`config.mk`:
```
export PLATFORM = sky130hd
export DESIGN_NAME = read_header_func
export DESIGN_NICKNAME = d
export VERILOG_FILES = /design/src/rtl/read_header_func.sv
export SDC_FILE = /design/constraint.sdc
export NUM_CORES = 1
export LEC_CHECK = 0
export BUFFER_PORTS_ARGS = -buffer_cell sky130_fd_sc_hd__buf_4
export CORE_AREA = 2 2 237 239
export CTS_BUF_LIST = sky130_fd_sc_hd__clkbuf_2
export CTS_CLUSTER_DIAMETER = 150
export CTS_CLUSTER_SIZE = 14
export DETAILED_ROUTE_END_ITERATION = 8
export DIE_AREA = 0 0 239 241
export SYNTH_ARGS = -nofsm -noshare
export SYNTH_HDL_FRONTEND = slang
export SYNTH_SLANG_ARGS = --single-unit
```
`constraint.sdc`:
```
create_clock -name clk -period 9.1 [get_ports clk]
set_input_delay 0.455 -clock clk [delete_from_list [all_inputs] [get_ports clk]]
set_output_delay 0.455 -clock clk [all_outputs]
set_load 0.01 [all_outputs]
```
`src/rtl/read_header_func.sv`:
```
// Receive-side Ethernet frame capture: latches one header into three single-entry
// memories, streams payload bytes into a byte memory, then holds valid until reset.
module read_header_func #(
  parameter int PAYLOAD_AW = 6
) (
  input  logic                  clk,
  input  logic                  rst,
  input  logic                  arg_3_m_eth_hdr_valid,
  output logic                  arg_3_m_eth_hdr_ready,
  input  logic [47:0]           arg_3_m_eth_dest_mac,
  input  logic [47:0]           arg_3_m_eth_src_mac,
  input  logic [15:0]           arg_3_m_eth_type,
  input  logic [7:0]            arg_3_m_eth_payload_axis_tdata,
  input  logic                  arg_3_m_eth_payload_axis_tvalid,
  output logic                  arg_3_m_eth_payload_axis_tready,
  input  logic                  arg_3_m_eth_payload_axis_tlast,
  input  logic                  arg_3_m_eth_payload_axis_tuser,
  output logic [47:0]           arg_0_raddr,
  output logic [47:0]           arg_0_waddr,
  output logic [47:0]           arg_0_wdata,
  output logic                  arg_0_wen,
  input  logic [47:0]           arg_0_rdata,
  output logic [47:0]           arg_1_raddr,
  output logic [47:0]           arg_1_waddr,
  output logic [47:0]           arg_1_wdata,
  output logic                  arg_1_wen,
  input  logic [47:0]           arg_1_rdata,
  output logic [15:0]           arg_2_raddr,
  output logic [15:0]           arg_2_waddr,
  output logic [15:0]           arg_2_wdata,
  output logic                  arg_2_wen,
  input  logic [15:0]           arg_2_rdata,
  output logic [PAYLOAD_AW-1:0] arg_4_waddr,
  output logic [7:0]            arg_4_wdata,
  output logic                  arg_4_wen,
  output logic [15:0]           payload_len,
  output logic                  payload_err,
  output logic                  valid
);

  typedef enum logic [1:0] {
    WAIT_HDR  = 2'd0,
    WRITE_HDR = 2'd1,
    PAYLOAD   = 2'd2,
    DONE      = 2'd3
  } state_t;

  localparam logic [16:0] CAP = 17'd1 << PAYLOAD_AW;

  function automatic logic [15:0] sat_inc(input logic [15:0] x);
    return (x == 16'hFFFF) ? 16'hFFFF : x + 16'd1;
  endfunction

  state_t      state_q;
  logic [47:0] dest_q, src_q;
  logic [15:0] type_q;
  logic [15:0] count_q, count_d;
  logic        ovf_q;
  logic [15:0] len_q;
  logic        err_q;
  logic        beat, in_cap, wr;

  // Read ports of the header memories are never used by this block.
  logic unused_rdata;
  assign unused_rdata = ^{arg_0_rdata, arg_1_rdata, arg_2_rdata};

  assign beat    = (state_q == PAYLOAD) && arg_3_m_eth_payload_axis_tvalid;
  assign in_cap  = ({1'b0, count_q} < CAP);
  assign wr      = beat && in_cap;
  assign count_d = sat_inc(count_q);

  always_ff @(posedge clk) begin
    if (rst) begin
      state_q <= WAIT_HDR;
      count_q <= '0;
      ovf_q   <= 1'b0;
      len_q   <= '0;
      err_q   <= 1'b0;
    end else begin
      case (state_q)
        WAIT_HDR: begin
          if (arg_3_m_eth_hdr_valid) begin
            state_q <= WRITE_HDR;
            count_q <= '0;
            ovf_q   <= 1'b0;
          end
        end
        WRITE_HDR: state_q <= PAYLOAD;
        PAYLOAD: begin
          if (beat) begin
            count_q <= count_d;
            if (!in_cap) ovf_q <= 1'b1;
            if (arg_3_m_eth_payload_axis_tlast) begin
              // The tlast byte itself may be the one that overflows.
              len_q   <= count_d;
              err_q   <= arg_3_m_eth_payload_axis_tuser | ovf_q | ~in_cap;
              state_q <= DONE;
            end
          end
        end
        default: state_q <= DONE;
      endcase
    end
  end

  always_ff @(posedge clk) begin
    if (state_q == WAIT_HDR && arg_3_m_eth_hdr_valid) begin
      dest_q <= arg_3_m_eth_dest_mac;
      src_q  <= arg_3_m_eth_src_mac;
      type_q <= arg_3_m_eth_type;
    end
  end

  assign arg_3_m_eth_hdr_ready           = (state_q == WAIT_HDR);
  assign arg_3_m_eth_payload_axis_tready = (state_q == PAYLOAD);

  assign arg_0_wen   = (state_q == WRITE_HDR);
  assign arg_1_wen   = (state_q == WRITE_HDR);
  assign arg_2_wen   = (state_q == WRITE_HDR);
  assign arg_0_raddr = '0;
  assign arg_1_raddr = '0;
  assign arg_2_raddr = '0;
  assign arg_0_waddr = '0;
  assign arg_1_waddr = '0;
  assign arg_2_waddr = '0;
  assign arg_0_wdata = arg_0_wen ? dest_q : '0;
  assign arg_1_wdata = arg_1_wen ? src_q  : '0;
  assign arg_2_wdata = arg_2_wen ? type_q : '0;

  assign arg_4_wen   = wr;
  assign arg_4_waddr = wr ? count_q[PAYLOAD_AW-1:0] : '0;
  assign arg_4_wdata = wr ? arg_3_m_eth_payload_axis_tdata : '0;

  assign payload_len = len_q;
  assign payload_err = err_q;
  assign valid       = (state_q == DONE);

endmodule

```
==> run metrics, run 1 <==
status=complete, no violations; vias per cell=3.15; final setup TNS=0 ns; slowest CP cell=buf_4; routed vias=5,687; core area=54,900 sq um; Hold Vio Cnt, Final=0; clk_skew=0.0438 ns; reg2reg path depth=4; minimum clock period=3.48 ns; largest net degree at the start of global routing=116; # setup viols final=0; first-pass GRT wire length=30.2 mm; Final #Nets=1,325; clock latency on the worst-skew pair=0.91 ns; CP Data Arrival Time=4.03 ns; initial antenna violation count=3; clock slew seen by the registers of the worst setup and hold paths=0.31 ns; Avg Inst Size Synth=11.1 sq um; hold_buf cts=119; CTS tree=yes; WP data required=9.64 ns; Leak=4.82 nW; Most used DFF post-synth=edfxtp_1; post-route ant nets=0; Initial Utilization=0.143; worst min-delay path class=in2reg; commonest non-fill, non-tap cell in the layout=buf_4; #FFs+latches synth=148; CP Capture Type=flip-flop; Routed wire per std cell=12.3 microns; IO Pins=612; vias in the first global route=5,240; CTS max path bufs=2; Max VDD drop=0.0000810 V; CP Cell Sequence=and3b_1, nor3_4, buf_4, buf_4; Remaining Overflow, GRT=0; post-CTS setup buffers=0; share of cells above drive strength 1=0.294; drt drc=0; most frequent cells in the layout=278 x buf_4, 224 x conb_1, 121 x and2_1; CP startpoint kind=flip-flop; crit share post-route=0.383; PortBufs=275; Post-Syn Instances=704; hpwl dp=15.9 mm; FP Rows=86; drt initial violations=192; GRT Util Overall=0.0711; RSZ-0062 raised after global routing=no; Layout area overhead=44.2%; Die Area=57,600 sq um; Post-synth EDFFs=112; clk root buf=clkbuf_2; Max-cap violations=0; max incr delay on CP=0.78 ns; Synthesis Warnings=0; Seq/Total Area, Yosys=0.522; final WL=22.3 mm; Max Clk Rate=287 MHz; Async S/R FF share, synth=0; crit-path leading delay family=buffers and inverters; kind of critical path=reg2reg; Pre-antenna DRT Iters=4; total CTS buffers=17; Final Max Slew Viols=0; crit-path max FO=74; hold depth=2; WP buf/inv=2; synthesized area=7830 sq um; GPL Wtd Cong=0.779; Worst-Margin Slew=1.21 ns; Distinct cells, synth=50; die width=239 microns; cell repeated most along the worst path=buf_4; Worst slew margin=0.185; fin util=0.206; CTS Sinks=148; H-tree depth=4; Die H=241 microns; PD cells=138 nW/um^2; Worst path depth=4; post-CTS resize count=0
[sequential cells by signal, indices dropped and copies added, names as in the netlist]
name,count
dest_q,48
src_q,48
count_q,16
payload_len,16
type_q,16
state_q,2
ovf_q,1
payload_err,1
[per-stage QoR]
step | setup slack, ns | power (mW) | hold slack [ns] | instances | instance area [sq um]
global placement | 5.56 | 1.11 | 0.489 | 1652 | 9830
global route | 5.36 | 1.65 | 0.0582 | 1806 | 11300
detailed placement | 5.50 | 1.11 | 0.484 | 1652 | 9830
floorplan | 3.30 | 1.04 | 0.484 | 927 | 8670
finish | 5.62 | 1.56 | 0.231 | 1807 | 11300
CTS | 5.47 | 1.59 | 0.0490 | 1803 | 11300
[worst reg2reg max path, stage by stage (launching register included)]
cell and delay [ns]:
dfxtp_1 0.60, and3b_1 0.44, nor3_4 0.69, buf_4 0.53, buf_4 0.80
[area by class of cell]
type / instances / area, sq um
inverters: 16 / 60.1
clock inverters: 15 / 175
flip-flops and latches: 148 / 4080
clock buffers: 17 / 85.1
repair buffers: 397 / 3280
diodes: 4 / 10.0
well taps: 704 / 881
fillers: 5966 / 43600
multi-input cells: 506 / 2720
[final timing paths]
path / from / endpoint / slack, ns
setup / recovery: state_q[0] / src_q[27] / 5.62
hold / removal: arg_3_m_eth_dest_mac[7] / dest_q[7] / 0.23
setup reg to reg: state_q[0] / src_q[27] / 5.62
hold reg to reg: payload_len[14] / payload_len[14] / 0.52
[cell usage after synthesis, types with 2 or more instances]
library cell,n,area share
buf_4,227,0.22
and2_1,121,0.097
edfxtp_1,112,0.43
dfxtp_1,36,0.092
nor2_1,24,0.012
clkbuf_1,21,0.010
a21oi_1,19,0.012
inv_1,16,0.0077
o32ai_1,13,0.015
a311oi_1,10,0.011
nand3_1,10,0.0064
nor3_1,10,0.0064
xnor2_1,9,0.010
a2bb2oi_1,7,0.0078
nand4_1,6,0.0048
nor4_1,6,0.0048
buf_2,5,0.0032
nand2_1,5,0.0024
a211oi_1,4,0.0038
and3_1,3,0.0024
buf_1,3,0.0014
or2_2,3,0.0024
a21o_1,2,0.0019
a22oi_1,2,0.0019
and4_1,2,0.0022
nor2b_1,2,0.0016
nor4_4,2,0.0054
or3_1,2,0.0016
[routing by layer]
layer / part of all wire / wire length [microns] / up-vias / global-route usage
met4: 0.017 / 385 / 0 / 0.0305
met3: 0.083 / 1860 / 27 / 0.0269
met1: 0.40 / 8840 / 2673 / 0.0796
met5: 0 / 0 / - / 0
met2: 0.50 / 11200 / 259 / 0.121
li1: - / - / 2728 / -
[report_power, final]
part           leakage (nW)  internal, mW  switching, mW
Sequential             1.36         0.796         0.0195
Combinational          3.31         0.147          0.177
Clock                 0.153        0.0979          0.318
[cell families (layout without fill, tap and decap cells)]
| group | Yosys count | in the layout | synth area share |
|---|---|---|---|
| AOI/OAI and AO/OA | 65 | 65 | 0.0618 |
| xor gates and xnor gates | 9 | 9 | 0.0101 |
| adders and majority gates | 1 | 1 | 0.00160 |
| buffers and inverters | 273 | 445 | 0.241 |
| DFF | 148 | 148 | 0.522 |
| muxes | 1 | 1 | 0.00128 |
| other | 1 | 228 | 0.000479 |
| and+or+nand+nor | 206 | 206 | 0.162 |
No activity file was read; power rests on OpenSTA's default activity.
==> inputs of run 2 (changes only) <==
- clock period: 9.1 -> 3.5 ns (I/O delays scaled with it)
==> run 2 against run 1 <==
  * Cell area is 11% higher
  * Global-route usage is 0.48 points higher
  * Die area stayed put
  * Critical path type is now reg2out
  * Largest cell class is now non-clock buffers
==> run metrics, run 2 (synthesis gave the netlist of run 1 again) <==
status=complete, no violations; footprint of the multi-input gates=2720 sq um (about the same); final setup TNS=0 ns (unchanged); Worst slew margin=0.369 (+0.183); post-route ant nets=0 (unchanged); Storage cell area=4080 sq um (unchanged); clk root buf=clkbuf_2; PortBufs=275 (unchanged); die width=239 microns (unchanged); crit-path max FO=9 (-88%); Top Registers=dest_q (48), src_q (48); post-CTS setup buffers=0 (unchanged); Remaining Overflow, GRT=0 (unchanged); Final #Nets=1,446 (+9.1%); CTS max path bufs=2 (unchanged); vias in the first global route=5,902 (+13%); CTS Sinks=148 (unchanged); largest net degree at the start of global routing=116 (unchanged); vias per cell=3.25 (+3.2%); core area=54,900 sq um (unchanged); Routed wire per std cell=12.5 microns (+1.6%); GRT Util Overall=0.0758 (+0.00477); clock slew seen by the registers of the worst setup and hold paths=0.23 ns (-0.08 ns); # setup viols final=0 (unchanged); routed vias=6,261 (+10%); worst min-delay path class=in2reg; first-pass GRT wire length=32.6 mm (+8.0%); CP Capture Type=primary output; PD cells=328 nW/um^2 (+140%); Max-cap violations=0 (unchanged); GPL Wtd Cong=0.781 (+0.26%); CP Data Arrival Time=2.90 ns (-1.13 ns); drt drc=0 (unchanged); clock latency on the worst-skew pair=0.89 ns (-0.02 ns); Die Area=57,600 sq um (unchanged); Max VDD drop=0.000204 V (+150%); Die H=241 microns (unchanged); share of cells above drive strength 1=0.268 (-0.0259); total CTS buffers=17 (unchanged); final WL=24.1 mm (+8.3%); fill count=5,800 (-2.8%); Max Clk Rate=325 MHz; CTS tree=yes; H-tree depth=4 (unchanged); Pre-antenna DRT Iters=5 (+1); drt initial violations=223 (+16%); FP Rows=86 (unchanged); kind of critical path=reg2out; Initial Utilization=0.143 (unchanged); Hold Vio Cnt, Final=0 (unchanged); crit share post-route=0.880; Worst R2R Setup Slack=0.62 ns (-5.00 ns); hold slack=0.226 ns (-0.00538 ns); commonest non-fill, non-tap cell in the layout=buf_4; Worst-Margin Slew=0.947 ns (-0.265 ns); WP data required=3.32 ns (-6.32 ns); RSZ-0062 raised after global routing=no; IO Pins=612 (unchanged); most frequent cells in the layout=280 x buf_4, 236 x dlygate4sd3_1, 224 x conb_1; CP startpoint kind=flip-flop; Leak=5.33 nW (+10%); initial antenna violation count=2 (-1); Final Max Slew Viols=0 (unchanged); hpwl dp=15.6 mm (-1.7%); Layout area overhead=59.5%; clk_skew=0.0323 ns (-0.0115 ns); minimum clock period=3.08 ns
## run 2: cell count changes in the layout (fill, tap and decap cells not counted), sizes merged
| cell | previous run | this run |
|---|---|---|
| clkbuf | 17 | 18 |
| buf | 278 | 282 |
| bufinv | 0 | 1 |
| diode | 4 | 3 |
| inv | 26 | 23 |
| dlygate4sd3 | 119 | 236 |
| clkinvlp | 1 | 2 |
## run 2: critical path, stage by stage (launching register included)
cell     delay [ns]
dfxtp_1        0.45
nor4_1         0.43
nand3_1        0.35
nor2_2         0.31
and2_1         0.29
buf_4          0.17
## run 2: power by group
part	leakage (nW)	switching (mW)	internal (mW)	total [mW]
logic	3.82	0.493	0.485	0.978
clock network	0.139	0.720	0.285	1.01
registers	1.36	0.0461	2.07	2.11
total	5.33	1.26	2.84	4.10
## run 2: stage by stage
step	setup WS, ns	total power [mW]	util	std cells	area, sq um
after global routing	0.139	4.31	0.228	1927	12500
after detailed placement	1.12	2.90	0.180	1656	9880
after floorplan	-0.446	2.71	-	927	8700
after global placement	1.14	2.89	0.180	1656	9880
after CTS	0.0186	4.15	0.227	1924	12500
final	0.421	4.10	0.228	1927	12500
## run 2: layout make-up
| class | instances | area share |
|---|---|---|
| Multi-Input combinational cell | 506 | 0.218 |
| Sequential cell | 148 | 0.327 |
| Inverter | 16 | 0.00481 |
| Timing Repair Buffer | 518 | 0.361 |
| Clock inverter | 14 | 0.0115 |
| Clock buffer | 18 | 0.00721 |
| Tap cell | 704 | 0.0705 |
| Antenna cell | 3 | 0.000601 |
## run 2: final timing paths
kind | end | start | cells after the start
setup reg to reg | payload_err | state_q[1] | 6
setup / recovery | arg_4_wdata[4] | count_q[13] | 5
hold reg to reg | payload_len[14] | payload_len[14] | 2
hold / removal | state_q[1] | rst | 3
## run 2: metal layers
layer / global-route usage / up-vias / routed length [microns] / part of all wire
li1: - / 2969 / - / -
met1: 0.0827 / 2975 / 9300 / 0.39
met2: 0.130 / 280 / 12200 / 0.51
met3: 0.0272 / 37 / 1920 / 0.080
met4: 0.0390 / 0 / 711 / 0.029
met5: 0 / - / 0 / 0
## run 2: what timing repair did
action	4_1_cts	5_1_grt
hold endpoints to repair	148	0
resized for setup	0	1
hold buffers	236	0
endpoints found under the setup margin	0	1
==> inputs of run 3 (changes only) <==
- CTS_BUF_LIST: sky130_fd_sc_hd__clkbuf_2 -> sky130_fd_sc_hd__clkbuf_8
==> run 3 against run 2 <==
  * Clock power is 31% higher
  * Maximum frequency is 9.4% higher
  * Largest power group unchanged
  * Combinational power is 12% lower
  * Setup slack better by 0.26 ns
  * Critical endpoint unchanged
  * Largest cell class is now registers
  * Cell area is 8.5% lower
  * Core utilization is 1.9 points lower
  * Critical path depth stayed put
  * Global-route usage is 0.72 points lower
  * Sequential share of layout area is 3.0 points higher
==> run metrics, run 3 (synthesis gave the netlist of run 1 again) <==
status=complete, no violations; CP startpoint kind=flip-flop; fill count=5,928 (+2.2%); ANT cells=0 (-3); vias per cell=3.17 (-2.5%); minimum clock period=2.81 ns (-0.265 ns); # setup viols final=0 (unchanged); Die H=241 microns (unchanged); Worst R2R End=src_q[29]; Worst-Margin Slew=0.975 ns (+0.0280 ns); launching point of the worst reg2reg path=state_q[0]; PD cells=376 nW/um^2 (+15%); reg2reg path depth=4 (-2); largest net degree at the start of global routing=116 (unchanged); Final Max Slew Viols=0 (unchanged); CTS max path bufs=2 (unchanged); Leak=4.87 nW (-8.5%); final setup margin=0.685 ns (+0.265 ns); Gate power share=0.201 (-0.038); dpl ws=1.12 ns (unchanged); vias in the first global route=5,179 (-12%); post-CTS resize count=0 (unchanged); clk_skew=0.0145 ns (-0.0179 ns); non-filler cells, final=1,804 (-6.4%); CTS tree=yes; Max Clk Rate=355 MHz (+9.4%); Routed wire per std cell=12.2 microns (-2.7%); hpwl dp=15.6 mm (unchanged); core area=54,900 sq um (unchanged); internal power=3.04 mW (+7.2%); routed vias=5,714 (-8.7%); most frequent cells in the layout=280 x buf_4, 224 x conb_1, 121 x and2_1; PortBufs=275 (unchanged); min-delay src=arg_3_m_eth_hdr_valid; clock latency on the worst-skew pair=0.51 ns (-0.38 ns); WP data required=3.32 ns (about the same); footprint of the multi-input gates=2720 sq um (about the same); worst hold endpoint=ovf_q; Max-cap violations=0 (unchanged); sequential share of power=0.491 (-0.025); Top Registers=dest_q (48), src_q (48); Initial Utilization=0.143 (unchanged); crit share post-route=0.804 (-0.0756); hold_buf cts=116 (-51%); die width=239 microns (unchanged); final WL=22.0 mm (-8.9%); Worst R2R Setup Slack=1.11 ns (+0.49 ns); Final #Nets=1,326 (-8.3%); Worst slew margin=0.350 (-0.0186); commonest non-fill, non-tap cell in the layout=buf_4; H-tree depth=4 (unchanged); post-CTS setup buffers=0 (unchanged); IO Pins=612 (unchanged); dpl cells=1,656 (unchanged); drt initial violations=217 (-2.7%); Layout area overhead=45.9%; GRT Util Overall=0.0686 (-0.00723); share of cells above drive strength 1=0.295 (+0.0274); first-pass GRT wire length=29.3 mm (-10%); clock slew seen by the registers of the worst setup and hold paths=0.09 ns (-0.14 ns); post-route ant nets=0 (unchanged); Die Area=57,600 sq um (unchanged); FP Rows=86 (unchanged); CP Capture Type=primary output; hold depth=4 (+1); Remaining Overflow, GRT=0 (unchanged); drt drc=0 (unchanged); Switching Fraction=0.292 (-0.0152); Max VDD drop=0.000242 V (+18%); GPL Wtd Cong=0.781 (unchanged); CTS Sinks=148 (unchanged); clk root buf=clkbuf_8; total CTS buffers=17 (unchanged); Storage cell area=4080 sq um (unchanged); Net Switching=1.26 mW (-0.32%); RSZ-0062 raised after global routing=no; Hold Vio Cnt, Final=0 (unchanged); Pre-antenna DRT Iters=6 (+1); CP Data Arrival Time=2.64 ns (-0.26 ns); Clk pwr share=0.308 (+0.062); crit-path max FO=9 (unchanged); kind of critical path=reg2out; worst min-delay path class=in2reg; initial antenna violation count=0 (-2)
-- run 3: cell types whose count changed in the layout (fill, tap and decap cells not counted), sizes merged --
cell         before  now
clkbuf           18   17
inv              23   24
diode             3    0
dlygate4sd3     236  116
-- run 3: worst max path at each step --
| stage | start | end | cells past startpoint |
|---|---|---|---|
| final | count_q[13] | arg_4_wdata[4] | 5 |
| after global routing | count_q[13] | arg_4_wdata[1] | 5 |
| after CTS | count_q[13] | arg_4_wdata[1] | 5 |
| after detailed placement | state_q[0] | src_q[30] | 4 |
| after global placement | state_q[0] | src_q[18] | 4 |
| after floorplan | state_q[0] | dest_q[0] | 4 |
-- run 3: cell type report --
class | instances | area share
clock inverter | 15 | 0.0129
sequential | 148 | 0.357
multi-input combinational | 506 | 0.238
timing repair buffer | 398 | 0.289
clock buffer | 17 | 0.0205
inverter | 16 | 0.00526
tap | 704 | 0.0771
-- run 3: per-stage QoR --
step                setup TNS (ns)  hold slack (ns)  total power [mW]  instance area [sq um]   util
floorplan                   -50.71            0.274              2.71                   8700      -
global placement                 0            0.354              2.89                   9880  0.180
detailed placement               0            0.354              2.90                   9880  0.180
CTS                              0           0.0743              4.37                  11400  0.208
global route                     0            0.156              4.51                  11400  0.208
finish                           0            0.146              4.29                  11400  0.208
-- run 3: power groups by stage --
stage               registers (mW)  clock network [mW]  logic, mW
finish                        2.11                1.32      0.861
global placement              2.15                   0      0.742
detailed placement            2.15                   0      0.750
CTS                           2.11                1.40      0.862
global route                  2.12                1.45      0.936
floorplan                     2.14                   0      0.567
-- run 3: layer usage --
| metal | GRT usage | vias up | part of all wire |
|---|---|---|---|
| met5 | 0 | - | 0 |
| met2 | 0.115 | 274 | 0.51 |
| met3 | 0.0246 | 23 | 0.085 |
| met1 | 0.0775 | 2692 | 0.39 |
| met4 | 0.0324 | 0 | 0.017 |
| li1 | - | 2725 | - |
-- run 3: worst max-delay path, stage by stage (launching register included) --
cell	delay, ns
dfxtp_1	0.41
nor4_1	0.44
nand3_1	0.34
nor2_1	0.40
and2_1	0.34
buf_4	0.18
